[config.mk]
export PLATFORM = sky130hd
export DESIGN_NAME = sipo_frame_ctrl
export DESIGN_NICKNAME = d
export VERILOG_FILES = /design/src/rtl/sipo_frame_pkg.sv /design/src/rtl/sipo_shift_en.sv /design/src/rtl/sipo_frame_ctrl.sv
export SDC_FILE = /design/constraint.sdc
export NUM_CORES = 1
export LEC_CHECK = 0
export ABC_CLOCK_PERIOD_IN_PS = 2100
export CAP_MARGIN = 10
export CORE_MARGIN = 4
export CORE_UTILIZATION = 40
export DETAILED_ROUTE_END_ITERATION = 7
export PLACE_DENSITY = 0.73
export SYNTH_ARGS = -nofsm -noshare
export SYNTH_HDL_FRONTEND = slang
export SYNTH_SLANG_ARGS = --single-unit
export TNS_END_PERCENT = 100
[constraint.sdc]
create_clock -name clk -period 2.1 [get_ports clk]
set_input_delay 0.21 -clock clk [delete_from_list [all_inputs] [get_ports clk]]
set_output_delay 0.21 -clock clk [all_outputs]
set_load 0.05 [all_outputs]
[src/rtl/sipo_frame_pkg.sv]
// sipo_frame_pkg: shared FSM state type, framing constants and counter-width helper
package sipo_frame_pkg;
  typedef enum logic [1:0] {IDLE, SHIFT, PARITY, STOP} state_t;
  localparam logic START_BIT = 1'b0;
  localparam logic STOP_BIT = 1'b1;
  function automatic int clog2(input int n);
    int w;
    w = 1;
    while ((1 << w) < n) w++;
    return w;
  endfunction
endpackage

[src/rtl/sipo_shift_en.sv]
// sipo_shift_en: N-bit shift register with enable; MSB_FIRST selects shift-left vs shift-right entry
module sipo_shift_en #(
  parameter int N = 8,
  parameter bit MSB_FIRST = 1'b1
) (
  input  logic         clk,
  input  logic         rst_n,
  input  logic         en,
  input  logic         din,
  output logic [N-1:0] q
);
  // shift one bit in per enable, first bit ends up at the far end of the word
  always_ff @(posedge clk or negedge rst_n)
    if (!rst_n) q <= '0;
    else if (en) q <= MSB_FIRST ? {q[N-2:0], din} : {din, q[N-1:1]};
endmodule

[src/rtl/sipo_frame_ctrl.sv]
// sipo_frame_ctrl: framed serial-to-parallel receiver with one-word output buffer; SIPO_PARITY_EN adds even parity
module sipo_frame_ctrl
  import sipo_frame_pkg::*;
#(
  parameter int N = 8,
  parameter bit MSB_FIRST = 1'b1
) (
  input  logic         clk,
  input  logic         rst_n,
  input  logic         bit_valid,
  input  logic         serial_in,
  output logic [N-1:0] out_data,
  output logic         out_valid,
  input  logic         out_ready,
  output logic         busy,
  output logic         frame_err,
  output logic         parity_err,
  output logic         overrun
);
  localparam int CW = clog2(N);
  state_t state, state_nxt;
  logic [CW-1:0] cnt, cnt_nxt;
  logic [N-1:0] sr;
  logic shift_en, stop_evt, commit, load, par_bad;

  sipo_shift_en #(.N(N), .MSB_FIRST(MSB_FIRST)) u_sr (
    .clk(clk), .rst_n(rst_n), .en(shift_en), .din(serial_in), .q(sr)
  );

  // frame sequencing: every transition is gated by the bit strobe
  always_comb begin
    state_nxt = state;
    cnt_nxt = cnt;
    shift_en = 1'b0;
    if (bit_valid)
      case (state)
        IDLE: if (serial_in == START_BIT) begin
          state_nxt = SHIFT;
          cnt_nxt = '0;
        end
        SHIFT: begin
          shift_en = 1'b1;
          cnt_nxt = cnt + 1'b1;
          if (cnt == CW'(N - 1)) begin
            cnt_nxt = '0;
`ifdef SIPO_PARITY_EN
            state_nxt = PARITY;
`else
            state_nxt = STOP;
`endif
          end
        end
        PARITY: state_nxt = STOP;
        default: state_nxt = IDLE;
      endcase
  end

  // state and bit counter registers
  always_ff @(posedge clk or negedge rst_n)
    if (!rst_n) begin
      state <= IDLE;
      cnt <= '0;
    end else begin
      state <= state_nxt;
      cnt <= cnt_nxt;
    end

  assign busy = state != IDLE;
  assign stop_evt = bit_valid && state == STOP;
  assign commit = stop_evt && serial_in == STOP_BIT && !par_bad;
  assign load = commit && (!out_valid || out_ready);

`ifdef SIPO_PARITY_EN
  // remember a parity mismatch until the frame's stop bit, cleared while hunting for start
  always_ff @(posedge clk or negedge rst_n)
    if (!rst_n) par_bad <= 1'b0;
    else if (bit_valid && state == IDLE) par_bad <= 1'b0;
    else if (bit_valid && state == PARITY) par_bad <= serial_in != ^sr;

  // parity error reported only when the framing itself was good
  always_ff @(posedge clk or negedge rst_n)
    if (!rst_n) parity_err <= 1'b0;
    else parity_err <= stop_evt && serial_in == STOP_BIT && par_bad;
`else
  assign par_bad = 1'b0;
  assign parity_err = 1'b0;
`endif

  // holding buffer, handshake and single-cycle error pulses
  always_ff @(posedge clk or negedge rst_n)
    if (!rst_n) begin
      out_data <= '0;
      out_valid <= 1'b0;
      frame_err <= 1'b0;
      overrun <= 1'b0;
    end else begin
      out_valid <= load || (out_valid && !out_ready);
      if (load) out_data <= sr;
      frame_err <= stop_evt && serial_in != STOP_BIT;
      overrun <= commit && out_valid && !out_ready;
    end
endmodule

==> results by group <==
STA
  • Hold_ws: roughly 0.24 ns
  • RSZ-0062 raised after global routing: no
  • TNS Setup: 0 ns
  • Worst slew pin tran: 0.498 ns
  • Final Cycle Share: 0.812
  • Clock Skew: between 0.007 and 0.008 ns
  • Final-report setup violation count: 0
  • Post-layout min period: 1.71 ns
  • Fmax: 586 MHz
  • Max-slew violation count: 0
  • Worst rel slew slack: 0.667
  • Final Hold Viols: 0

Detailed routing
  • Antenna-violating nets left: 0
  • Met3 wire length: 86 µm
  • Routed wire length: 1500 µm
  • Vias: 582
  • DRC: 0
  • Via density: 4.85
  • 1st-iter DRT viols: 5
  • Metal2 WL: 733 µm
  • Avg WL per Cell: 12.5 µm
  • Drt pass-1 iters: 3
  • Uppermost layer routed: met4
  • Metal-1 WL: around 670 µm

Power and ir drop
  • Worst vdd ir: 957 µV
  • Pleak: 0.000601 µW
  • Pwr/cell area: 1620 nW/µm²

Synthesis
  • Mux contribution to synthesized area: 0.218
  • Compound-Gate Fraction of Synth Area: 0.0495
  • YS warnings: 0
  • Synth Area per Inst: 14.9 µm²
  • Unique masters post-synth: 20
  • Synth Net Count: 82
  • Register area share after synthesis: 0.566
  • Synth Area in Simple Gates: 0.0519
  • Synth Area in XOR/XNOR: 0
  • Post-Synthesis Cells: 71
  • Post-Syn Area: 1060 µm²
  • Flop and latch count out of synthesis: 24
  • Main combinational cell family by area after synthesis: multiplexers
  • Synth Area in Adders: 0.0708

Die
  • Die area: 3540 µm²
  • Starting Density: 0.424
  • Core area: 2500 µm²
  • Die Ht: ~60 µm
  • I/O Pins: 18
  • Die X: 59.5 µm
  • Row count: 18

Placed design
  • I/O Buffers: 16
  • RD Place Congestion: 0.670
  • HPWL Detailed: 1150 µm

Clock tree
  • CTS buffer count: 3
  • CTS Hold Bufs: 0
  • Clock Latency Late Sink: 0.31 ns
  • Reg clk slew, reported paths: around 0.13 ns
  • Max Root-Sink Buffers: 2
  • H-Tree Depth: 1
  • Clk sink count: 24
  • CTS tree: yes
  • Post-CTS setup buffers: 0
  • Cts repair resizes: 0
  • Root buffer selected by CTS: clkbuf_4

Job
  • Max cap viols: 0

Setup path
  • R2r setup slk: 0.58 ns
  • CP delay by family, top: buffers and inverters
  • Arrival time worst endpoint: 1.50 ns
  • Worst reg2reg endpoint: state[1]$_DFFE_PN0P_
  • Slowest stage delay, CP: 0.80 ns
  • Worst r2r path cells: 4
  • Worst setup EP type: output port
  • Crit-path cells: clkdlybuf4s50_1
  • Crit path required time: ~1.9 ns
  • Reg-to-Reg Start: cnt[0]$_DFFE_PN0P_
  • Crit Path Category: reg2out
  • CP Launch Type: flip-flop
  • Worst Path Max Fanout: 2
  • Slowest CP cell: clkdlybuf4s50_1
  • Buf+Inv Stages, Crit Path: 1

Global routing
  • Total grt overflow: 0
  • Largest net degree at the start of global routing: 25
  • GRT Overall Usage: 0.103
  • Global-route wire length before repair: between 2000 and 3000 µm
  • Initial antenna violation count: 0
  • Number of global-route vias before repair: 627

Finish
  • Layout cells sized above 1: 0.300
  • Most common cell after layout, fill and taps aside: dfrtp_1
  • Diode count: 0
  • # fillers: 214
  • Layout Nets: 102
  • Area Overhead vs Synth: 19.9%
  • Most frequent cells in the layout: 24 x dfrtp_1, 15 x clkdlybuf4s50_1, 9 x mux2_2, 8 x mux2_4, 6 x ha_1

Hold path
  • Worst Hold Class: in2async

Run status
  • Outcome: finished clean
## metrics by stage
stage	setup WS (ns)	instance area [µm²]	instances	util	total power (µW)
final	0.395	1270	120	0.509	2060
after CTS	0.379	1270	120	0.509	2090
after global routing	0.323	1270	120	0.509	2210
after floorplan	0.657	1060	71	-	1560
after global placement	0.396	1240	116	0.494	1820
after detailed placement	0.355	1240	116	0.494	1850
## flip-flops by register name (all words and copies together) (netlist names)
signal,cells
out_data,8
u_sr.q,8
cnt,3
state,2
frame_err,1
out_valid,1
overrun,1
## logic make-up (layout without fill, tap and decap cells)
logic type	after synthesis	after routing
multiplexers	18	18
AO/OA/AOI/OAI	7	7
adder cells (fa/ha/maj)	6	6
other	1	1
flip-flops	24	24
AND/OR/NAND/NOR	9	9
buffers and inverters	6	25
## layer usage
layer,vias to the layer above,track usage
met3,2,0.0392
li1,280,-
met5,-,0
met4,0,0.00949
met1,287,0.126
met2,13,0.178
## power breakdown
group          switching (µW)  leakage (µW)  internal [µW]
clock                     134     0.0000210            106
combinational             554      0.000286            463
sequential                131      0.000294            669
total                     818      0.000601           1240
## worst max-delay path by stage
| stage | from | end | slack (ns) | cells after the start |
|---|---|---|---|---|
| 3_5_place_dp | serial_in | out_data[7]$_DFFE_PN0P_ | 0.36 | 4 |
| 6_report | out_data[6]$_DFFE_PN0P_ | out_data[6] | 0.39 | 1 |
| 5_1_grt | out_data[5]$_DFFE_PN0P_ | out_data[5] | 0.32 | 1 |
| 2_1_floorplan | out_valid$_DFF_PN0_ | out_data[0]$_DFFE_PN0P_ | 0.66 | 4 |
| 3_3_place_gp | serial_in | out_data[5]$_DFFE_PN0P_ | 0.40 | 4 |
| 4_1_cts | out_data[2]$_DFFE_PN0P_ | out_data[2] | 0.38 | 1 |
## final cells by class
class	count	area, µm²	share of cell area
Clock buffer	4	36.3	0.0285
Inverter	4	15.0	0.0118
Sequential cell	24	601	0.472
Timing Repair Buffer	17	165	0.130
Tap cell	30	37.5	0.0295
Multi-Input combinational cell	41	418	0.328
## cells in the mapped netlist
cell	number	area (µm²)
dfrtp_1	24	601
mux2_2	9	101
mux2_4	8	120
ha_1	6	75.1
inv_1	4	15.0
a22o_1	3	26.3
nor2_1	3	11.3
nand2_1	2	7.51
a21boi_2	1	11.3
a21oi_1	1	5.00
buf_12	1	20.0
buf_4	1	7.51
conb_1	1	3.75
mux2i_1	1	10.0
nand2_2	1	6.26
nand2b_1	1	6.26
nand3_2	1	10.0
nor2b_4	1	13.8
o21ai_0	1	5.00
o21ai_1	1	5.00
No activity file was read; power rests on OpenSTA's default activity.
